$ cat src/rtl/cksum_sched_pkg.sv
// Shared types and constants for the checksum job sequencer.
package cksum_sched_pkg;

  localparam int ADDR_W = 32;
  localparam int DATA_W = 32;

  localparam logic              TRUE      = 1'b1;
  localparam logic              FALSE     = 1'b0;
  localparam logic [ADDR_W-1:0] ZERO_ADDR = '0;
  localparam logic [DATA_W-1:0] ZERO_WORD = '0;

  typedef enum logic [2:0] {
    ST_IDLE      = 3'd0,
    ST_ISSUE     = 3'd1,
    ST_WAIT_ACK  = 3'd2,
    ST_WAIT_DONE = 3'd3,
    ST_RELEASE   = 3'd4,
    ST_FINISH    = 3'd5
  } state_e;

  // One checksum job table entry.
  typedef struct packed {
    logic              en;
    logic [ADDR_W-1:0] start;
    logic [DATA_W-1:0] len;
    logic [ADDR_W-1:0] dst;
  } job_t;

endpackage

$ cat src/rtl/cksum_sched_job_pick.sv
// Priority scan: lowest enabled job index above (or, with INCL, at) idx_i.
module cksum_job_pick #(
  parameter int NUM_JOBS = 4,
  parameter int IDX_W    = 2,
  parameter bit INCL     = 1'b0
) (
  input  logic [NUM_JOBS-1:0] en_i,
  input  logic [IDX_W-1:0]    idx_i,
  output logic                found_o,
  output logic [IDX_W-1:0]    idx_o
);

  // Descending scan so the lowest qualifying index is the last one written.
  always_comb begin
    found_o = 1'b0;
    idx_o   = '0;
    for (int i = NUM_JOBS - 1; i >= 0; i--) begin
      if (en_i[i] && ((i > int'(idx_i)) || (INCL && (i == int'(idx_i))))) begin
        found_o = 1'b1;
        idx_o   = IDX_W'(i);
      end
    end
  end

endmodule

$ cat src/rtl/cksum_sched.sv
// Checksum job sequencer: runs every enabled table entry through the
// engine start/ready handshake per packet, with a per-job timeout.
module cksum_sched
  import cksum_sched_pkg::*;
#(
  parameter int NUM_JOBS = 4,
  parameter int IDX_W    = 2,
  parameter int TIMEOUT  = 1024
) (
  input  logic              clk,
  input  logic              rst_n,
  input  logic              cfg_we_i,
  input  logic [IDX_W-1:0]  cfg_idx_i,
  input  logic              cfg_en_i,
  input  logic [ADDR_W-1:0] cfg_field_start_i,
  input  logic [DATA_W-1:0] cfg_field_len_i,
  input  logic [ADDR_W-1:0] cfg_dst_i,
  output logic              cfg_busy_o,
  input  logic              pkt_valid_i,
  output logic              pkt_ready_o,
  output logic              done_o,
  output logic              err_o,
  output logic              start_o,
  output logic [ADDR_W-1:0] field_start_o,
  output logic [DATA_W-1:0] field_len_o,
  output logic [ADDR_W-1:0] dst_field_start_o,
  input  logic              cksum_ready_i
);

  localparam int TMO_W = $clog2(TIMEOUT + 1);

  state_e              state_q, state_d;
  job_t                tbl_q [NUM_JOBS];
  logic [IDX_W-1:0]    cur_q, cur_d;
  logic [TMO_W-1:0]    tmo_q, tmo_d;
  logic                err_q, err_d;
  logic                load;
  logic                wr_now;
  logic [NUM_JOBS-1:0] en_vec;
  logic                first_found, next_found;
  logic [IDX_W-1:0]    first_idx, next_idx, new_idx;
  job_t                wr_job, new_job;
  logic                start_q, done_q, err_out_q;
  logic [ADDR_W-1:0]   fld_start_q, dst_q;
  logic [DATA_W-1:0]   fld_len_q;

  assign wr_now = cfg_we_i && (state_q == ST_IDLE);
  assign wr_job = '{en: cfg_en_i, start: cfg_field_start_i,
                    len: cfg_field_len_i, dst: cfg_dst_i};

  // Enable vector with an IDLE write forwarded so a same-cycle accept sees it.
  always_comb begin
    en_vec = '0;
    for (int i = 0; i < NUM_JOBS; i++) begin
      en_vec[i] = tbl_q[i].en;
      if (wr_now && (cfg_idx_i == IDX_W'(i))) en_vec[i] = cfg_en_i;
    end
  end

  cksum_job_pick #(.NUM_JOBS(NUM_JOBS), .IDX_W(IDX_W), .INCL(1'b1)) u_pick_first (
    .en_i(en_vec), .idx_i('0), .found_o(first_found), .idx_o(first_idx)
  );

  cksum_job_pick #(.NUM_JOBS(NUM_JOBS), .IDX_W(IDX_W), .INCL(1'b0)) u_pick_next (
    .en_i(en_vec), .idx_i(cur_q), .found_o(next_found), .idx_o(next_idx)
  );

  // Fields of the job about to be issued, again with write forwarding.
  always_comb begin
    new_idx = (state_q == ST_IDLE) ? first_idx : next_idx;
    new_job = tbl_q[new_idx];
    if (wr_now && (cfg_idx_i == new_idx)) new_job = wr_job;
  end

  // Job table: cleared on reset, writable only while idle.
  always_ff @(posedge clk or negedge rst_n) begin
    if (!rst_n) begin
      for (int i = 0; i < NUM_JOBS; i++) tbl_q[i] <= '0;
    end else if (wr_now) begin
      for (int i = 0; i < NUM_JOBS; i++)
        if (cfg_idx_i == IDX_W'(i)) tbl_q[i] <= wr_job;
    end
  end

  // Next-state, timeout and error-flag logic.
  always_comb begin
    state_d = state_q;
    cur_d   = cur_q;
    tmo_d   = tmo_q;
    err_d   = err_q;
    load    = FALSE;
    case (state_q)
      ST_IDLE: if (pkt_valid_i) begin
        err_d = FALSE;
        if (first_found) begin
          state_d = ST_ISSUE;
          cur_d   = first_idx;
          load    = TRUE;
        end else begin
          state_d = ST_FINISH;
        end
      end
      ST_ISSUE: begin
        tmo_d   = TMO_W'(TIMEOUT);
        state_d = ST_WAIT_ACK;
      end
      ST_WAIT_ACK, ST_WAIT_DONE: begin
        if (tmo_q != '0) tmo_d = tmo_q - 1'b1;
        // Seeing the awaited level wins over an expiring counter.
        if ((state_q == ST_WAIT_ACK) && !cksum_ready_i) begin
          state_d = ST_WAIT_DONE;
        end else if ((state_q == ST_WAIT_DONE) && cksum_ready_i) begin
          state_d = ST_RELEASE;
        end else if (tmo_q <= TMO_W'(1)) begin
          err_d   = TRUE;
          state_d = ST_RELEASE;
        end
      end
      ST_RELEASE: begin
        if (next_found) begin
          state_d = ST_ISSUE;
          cur_d   = next_idx;
          load    = TRUE;
        end else begin
          state_d = ST_FINISH;
        end
      end
      ST_FINISH: state_d = ST_IDLE;
      default:   state_d = ST_IDLE;
    endcase
  end

  // State, timeout counter and registered engine/downstream outputs.
  always_ff @(posedge clk or negedge rst_n) begin
    if (!rst_n) begin
      state_q     <= ST_IDLE;
      cur_q       <= '0;
      tmo_q       <= '0;
      err_q       <= FALSE;
      start_q     <= FALSE;
      done_q      <= FALSE;
      err_out_q   <= FALSE;
      fld_start_q <= ZERO_ADDR;
      fld_len_q   <= ZERO_WORD;
      dst_q       <= ZERO_ADDR;
    end else begin
      state_q   <= state_d;
      cur_q     <= cur_d;
      tmo_q     <= tmo_d;
      err_q     <= err_d;
      start_q   <= (state_d == ST_ISSUE) || (state_d == ST_WAIT_ACK) ||
                   (state_d == ST_WAIT_DONE);
      done_q    <= (state_q == ST_FINISH);
      err_out_q <= (state_q == ST_FINISH) && err_q;
      if (load) begin
        fld_start_q <= new_job.start;
        fld_len_q   <= new_job.len;
        dst_q       <= new_job.dst;
      end
    end
  end

  assign pkt_ready_o       = rst_n && (state_q == ST_IDLE);
  assign cfg_busy_o        = (state_q != ST_IDLE);
  assign start_o           = start_q;
  assign done_o            = done_q;
  assign err_o             = err_out_q;
  assign field_start_o     = fld_start_q;
  assign field_len_o       = fld_len_q;
  assign dst_field_start_o = dst_q;

endmodule

$ cat config.mk
export PLATFORM = sky130hd
export DESIGN_NAME = cksum_sched
export DESIGN_NICKNAME = d
export VERILOG_FILES = /design/src/rtl/cksum_sched_pkg.sv /design/src/rtl/cksum_sched_job_pick.sv /design/src/rtl/cksum_sched.sv
export SDC_FILE = /design/constraint.sdc
export NUM_CORES = 1
export LEC_CHECK = 0
export BUFFER_PORTS_ARGS = -buffer_cell sky130_fd_sc_hd__buf_2
export CAP_MARGIN = 20
export CORE_MARGIN = 2
export CORE_UTILIZATION = 52
export CTS_CLUSTER_DIAMETER = 50
export DETAILED_ROUTE_END_ITERATION = 7
export PLACE_DENSITY = 0.77
export SYNTH_ARGS = -nofsm -noshare
export SYNTH_HDL_FRONTEND = slang
export SYNTH_SLANG_ARGS = --single-unit
export TNS_END_PERCENT = 20
$ cat constraint.sdc
create_clock -name clk -period 4.5 [get_ports clk]
set_clock_uncertainty 0.2 [all_clocks]
set_input_delay 0.9 -clock clk [delete_from_list [all_inputs] [get_ports clk]]
set_output_delay 0.9 -clock clk [all_outputs]
set_load 0.05 [all_outputs]
==> run summary, run 1 <==
Routed WL -> 51,000 µm
Asr flop ratio synth -> 1.00
Area delta synth->final -> 16.3%
Count of final max-slew check failures -> 0
# hold bufs at CTS -> 1
IO Pins -> 205
Tot GR Track Use -> 0.231
Die width -> 213 µm
Crit Path Category -> register to register
CP max FO -> 38
Die ar. -> 45,300 µm²
Clk sinks -> 504
EDFF count, synth -> 0
Worst EP required -> 4.77 ns
Endpoints failing setup -> 0
Crit start category -> register
Post-CTS Resized -> 0
Vias in the first global route -> 14,800
Hold Vio Cnt, Final -> 0
Core box area -> 43,100 µm²
Synth Instances -> 1,627
Slowest stage cell on the critical path -> or4b_1
Worst-path cell chain -> or4b_1 -> nor3_4 -> o311ai_1 -> a311oi_4 -> buf_12 -> buf_12 -> mux2i_1 -> mux2_2 -> o21ai_1
First-pass detailed-route iteration total -> 5
Longest Clk Path Bufs -> 3
Non-filler cells, final -> 2,443
DRT iter0 DRCs -> 958
Post-synth cell types -> 56
Hold WS -> 0.302 ns
Slew margin rel. -> 0.318
Htree depth -> 2
Cell mode on critical path -> buf_12
Share of cells above drive strength 1 -> 0.444
First-pass GRT wire length -> 82,000 µm
GR Overflow Total -> 0
Post-synth top area share -> 0.557
Worst Max-Slew Pin Slew -> 1.02 ns
# Max-Cap Violations -> 0
Nets -> 1,919
Worst path arrival time -> 4.02 ns
Worst-path clk slew -> 0.06 ns
WL per Instance -> 20.9 µm
Synth area leader -> dfrtp_1
Detailed placer's ending HPWL -> 30,000 µm
Status -> finished, final reports clean
PnR Total Power -> 0.0230 W
Initial antenna violation count -> 10
Post-Syn Area -> 22,700 µm²
Largest net degree at the start of global routing -> 168
DRT antenna net count -> 0
# placed instances -> 2,339
Row count -> 76
Fmax -> 267 MHz
Tcrit/Tclk final -> 0.833
CTS Buf Count -> 55
Initial Utilization -> 0.526
DR vias/cell -> 5.80
Peak VDD IR -> 1.09 mV
Vias -> 14,200
Final routed DRC violation total -> 0
Worst skew pair latency -> 0.59 ns
DIE HEIGHT -> 213 µm
Hold Crit Class -> register to register
Worst Setup End Kind -> register
Syn_area_per_cell -> 13.9 µm²
Most common flop cell mapped by yosys -> dfrtp_1
Root Driver -> clkbuf_16
Most frequent cells in the layout -> dfrtp_1, mux2_2, buf_2
Synth area leaders -> dfrtp_1, mux2_2, mux2i_1
Pwr dens -> 873 nW/µm²
CP max stage delay -> 0.79 ns
RePlAce Congestion -> 0.867
Leak -> 11.8 nW
Sequential share of the synthesized area -> 0.557
RSZ-0062 raised after global routing -> false
Total Neg Setup Slack -> 0 ns
Port bufs -> 204
Final min period -> 3.75 ns
TritonCTS clock tree -> built
Commonest non-fill, non-tap cell in the layout -> dfrtp_1
Ys Warns -> 0
Post-synthesis register bit count -> 504
Synth Net Count -> 1,734
Post CTS Setup Buffer Count -> 0
==> through the flow <==
step	worst slack, ns	area, µm²	util
finish	0.753	26300	0.612
CTS	0.779	26300	0.611
floorplan	0.803	22700	-
detailed placement	0.450	24400	0.567
global route	0.594	26300	0.611
global placement	0.491	24400	0.567
==> layer usage <==
| metal | vias up | global-route usage | wire length [µm] |
|---|---|---|---|
| met5 | - | 0 | 66 |
| met4 | 10 | 0.0615 | 747 |
| met3 | 62 | 0.0468 | 2520 |
| met2 | 275 | 0.369 | 24200 |
| met1 | 7427 | 0.322 | 23400 |
| li1 | 6385 | - | - |
==> critical path, delay by kind of cell, from the launching register on <==
kind / cells / cell delay, ns
AO/OA/AOI/OAI: 3 / 0.71
buffers and inverters: 2 / 0.60
flip-flops: 1 / 0.50
multiplexers: 2 / 0.46
AND/OR/NAND/NOR: 2 / 1.10
==> power breakdown <==
part	switching, W	internal (W)	total (W)
combinational	0.00543	0.00507	0.0105
clock	0.00181	0.00282	0.00463
sequential	0.00118	0.00668	0.00787
==> cell usage after synthesis, types with 4 or more instances <==
master	count
xnor2_1	6
or3_1	4
mux2i_1	193
o21a_1	4
nand3_1	4
o21ai_0	7
inv_1	10
nor2_1	16
a22oi_1	96
clkbuf_1	61
buf_4	14
buf_6	4
mux2_2	484
a21oi_1	6
o21ai_1	100
dfrtp_1	504
nor3_1	8
nand2_1	13
nor2b_1	4
nor4_1	4
and2_1	5
buf_1	9
buf_2	20
==> area by class of cell <==
type,count,area [µm²]
fill,3309,16700
sequential,504,12600
multi-input combinational,1002,9560
clock buffer,83,1690
timing repair buffer,239,1500
tap,585,732
clock inverter,16,205
inverter,10,37.5
antenna,4,10.0
==> flip-flops by register name, indices dropped and copies added, names as in the netlist <==
signal	flops
err_q	1
dst_field_start_o	32
field_len_o	32
state_q	3
done_o	1
field_start_o	32
err_o	1
cur_q	2
start_o	1
tmo_q	11
tbl_q	388
==> path summary, 6_finish.rpt <==
check / slack (ns) / cells past startpoint / end / start
max: 0.75 / 9 / field_len_o[2]$_DFFE_PN0P_ / state_q[0]$_DFF_PN0_
min: 0.30 / 1 / tbl_q[164]$_DFFE_PN0P_ / tbl_q[164]$_DFFE_PN0P_
max reg2reg: 0.75 / 9 / field_len_o[2]$_DFFE_PN0P_ / state_q[0]$_DFF_PN0_
min reg2reg: 0.30 / 1 / tbl_q[164]$_DFFE_PN0P_ / tbl_q[164]$_DFFE_PN0P_
max in group asynchronous: 1.67 / 4 / tbl_q[32]$_DFFE_PN0N_ / rst_n
min in group asynchronous: 0.59 / 2 / field_start_o[17]$_DFFE_PN0P_ / rst_n
==> logic make-up (layout without fill, tap and decap cells) <==
group,count (synthesis),after routing,share of synthesized area
and+or+nand+nor,76,76,0.0200
xor gates and xnor gates,7,7,0.00271
muxes,677,677,0.326
AOI/OAI and AO/OA,239,239,0.0679
buffers and inverters,121,348,0.0253
DFF,504,504,0.557
adders and majority gates,3,3,0.00166
other,0,4,0
No activity file was read; power rests on OpenSTA's default activity.
==> run 2, diff against run 1 <==
==> constraint.sdc (replaced) <==
create_clock -name clk -period 3.58 [get_ports clk]
set_clock_uncertainty 0.2 [all_clocks]
set_input_delay 0.716 -clock clk [delete_from_list [all_inputs] [get_ports clk]]
set_output_delay 0.716 -clock clk [all_outputs]
set_load 0.05 [all_outputs]
==> run summary, run 2 (synthesized netlist as in run 1, its figures left out) <==
Pwr dens -> 1100 nW/µm² (was 873 nW/µm²)
CTS Buf Count -> 54 (was 55)
Worst EP required -> 3.89 ns (was 4.77 ns)
Share of cells above drive strength 1 -> 0.450 (was 0.444)
Crit Path Category -> register to register (unchanged)
Worst Hold End -> err_q$_DFFE_PN0P_ (was tbl_q[164]$_DFFE_PN0P_)
Port bufs -> 204 (unchanged)
Hold Vio Cnt, Final -> 0 (unchanged)
Multi-input gate area -> 9560 µm² (unchanged)
Hold Crit Class -> input pin to register (was register to register)
DR vias/cell -> 5.83 (was 5.80)
WL per Instance -> 21.0 µm (was 20.9 µm)
Number of flip-flops in the largest register -> 388 (unchanged)
First-pass GRT wire length -> 83,400 µm (was 82,000 µm)
Final min period -> 3.30 ns (was 3.75 ns)
Vias in the first global route -> 15,200 (was 14,800)
Initial antenna violation count -> 11 (was 10)
Post-CTS Resized -> 0 (unchanged)
Hold depth -> 2 (was 1)
Longest Clk Path Bufs -> 3 (unchanged)
Hold wc startpoint -> pkt_valid_i (was tbl_q[164]$_DFFE_PN0P_)
Reg2reg end -> field_len_o[6]$_DFFE_PN0P_ (was field_len_o[2]$_DFFE_PN0P_)
First-pass detailed-route iteration total -> 5 (unchanged)
Worst skew pair latency -> 0.59 ns (about the same)
RSZ-0062 raised after global routing -> false (unchanged)
# Max-Cap Violations -> 0 (unchanged)
Most frequent cells in the layout -> dfrtp_1, mux2_2, buf_2 (unchanged)
Nets -> 1,946 (was 1,919)
FF/Latch Area -> 12,600 µm² (unchanged)
Tot GR Track Use -> 0.234 (was 0.231)
Leak -> 11.9 nW (was 11.8 nW)
Die width -> 213 µm (unchanged)
Largest net degree at the start of global routing -> 188 (was 168)
Detailed placer's ending HPWL -> 31,900 µm (was 30,000 µm)
Util after Layout -> 0.618 (was 0.612)
DRT iter0 DRCs -> 899 (was 958)
Crit start category -> register (unchanged)
R2R Setup Slk -> 0.28 ns (was 0.75 ns)
Worst path arrival time -> 3.61 ns (was 4.02 ns)
Peak VDD IR -> 0.571 mV (was 1.09 mV)
Slew margin rel. -> 0.317 (was 0.318)
TritonCTS clock tree -> built (unchanged)
CP max FO -> 17 (was 38)
Hold WS -> 0.166 ns (was 0.302 ns)
DRT antenna net count -> 0 (unchanged)
Vias -> 14,400 (was 14,200)
Core box area -> 43,100 µm² (unchanged)
Worst Max-Slew Pin Slew -> 1.02 ns (about the same)
Clk sinks -> 504 (unchanged)
Initial Utilization -> 0.526 (unchanged)
Area delta synth->final -> 17.5% (was 16.3%)
# fillers -> 3,321 (was 3,309)
Htree depth -> 2 (unchanged)
Area after DPL -> 24,800 µm² (was 24,400 µm²)
RePlAce Congestion -> 0.878 (was 0.867)
Tcrit/Tclk final -> 0.923 (was 0.833)
Status -> finished, final reports clean (unchanged)
R2R depth -> 10 (was 9)
Root Driver -> clkbuf_16 (unchanged)
Count of final max-slew check failures -> 0 (unchanged)
Fmax -> 303 MHz (was 267 MHz)
R2R Path Start -> state_q[0]$_DFF_PN0_ (unchanged)
Commonest non-fill, non-tap cell in the layout -> dfrtp_1 (unchanged)
Fin area -> 26,600 µm² (was 26,300 µm²)
# hold bufs at CTS -> 1 (unchanged)
IO Pins -> 205 (unchanged)
Register with the most flip-flops -> tbl_q (unchanged)
DIE HEIGHT -> 213 µm (unchanged)
Die ar. -> 45,300 µm² (unchanged)
Worst-path clk slew -> 0.06 ns (about the same)
Row count -> 76 (unchanged)
Final routed DRC violation total -> 0 (unchanged)
Endpoints failing setup -> 0 (unchanged)
PnR Total Power -> 0.0294 W (was 0.0230 W)
Worst Setup End Kind -> register (unchanged)
Post CTS Setup Buffer Count -> 0 (unchanged)
GR Overflow Total -> 0 (unchanged)
Routed WL -> 51,900 µm (was 51,000 µm)
Final worst slack -> 0.275 ns (was 0.753 ns)
Pre-CTS WS -> -0.0189 ns (was 0.450 ns)
## run 2: changes by cell type in the layout (fill, tap and decap cells not counted)
cell,change
clkinvlp_4,+1
clkinv_2,+3
inv_6,-1
buf_12,+14
clkinv_4,-2
clkbuf_1,+3
clkbuf_8,-7
diode_2,+2
bufinv_16,-1
inv_8,+1
buf_4,+14
## run 2: how the worst max path moves through the flow
stage,slack [ns],cells past startpoint,end,start
floorplan,0.07,10,dst_field_start_o[22]$_DFFE_PN0P_,cfg_we_i
global placement,0.02,11,dst_field_start_o[9]$_DFFE_PN0P_,cfg_we_i
detailed placement,-0.02,11,dst_field_start_o[6]$_DFFE_PN0P_,cfg_we_i
CTS,0.29,10,field_len_o[6]$_DFFE_PN0P_,state_q[0]$_DFF_PN0_
global route,0.13,10,field_len_o[3]$_DFFE_PN0P_,state_q[0]$_DFF_PN0_
finish,0.28,10,field_len_o[6]$_DFFE_PN0P_,state_q[0]$_DFF_PN0_
## run 2: stage by stage
stage,std cells,setup TNS (ns)
after floorplan,1627,0
after global placement,2367,0
after detailed placement,2367,-0.0259
after CTS,2464,0
after global routing,2468,0
final,2470,0
## run 2: layout make-up
cell class | count | area share
clock inverters | 17 | 0.00686
flip-flops and latches | 504 | 0.474
well taps | 585 | 0.0275
repair buffers | 267 | 0.0707
clock buffers | 79 | 0.0604
diodes | 6 | 0.000564
inverters | 10 | 0.00141
multi-input cells | 1002 | 0.359
## run 2: critical path, stage by stage, from the launching register on
cell	delay (ns)
dfrtp_1	0.37
or4b_1	0.58
buf_4	0.20
o21ai_0	0.24
and2_1	0.20
o21ai_1	0.15
a221oi_4	0.37
buf_12	0.24
buf_12	0.18
mux2_2	0.35
o21ai_1	0.13
## run 2: layer usage
| metal | global-route usage | share of wire |
|---|---|---|
| met5 | 0 | 0.0013 |
| met2 | 0.373 | 0.48 |
| met3 | 0.0453 | 0.046 |
| met4 | 0.0745 | 0.020 |
| met1 | 0.325 | 0.46 |
## run 2: where the power goes
part	switching (W)	internal, W	total [W]	leakage, nW
logic	0.00706	0.00686	0.0139	4.80
registers	0.00147	0.00840	0.00987	6.23
clock network	0.00224	0.00333	0.00556	0.882
total	0.0108	0.0186	0.0294	11.9
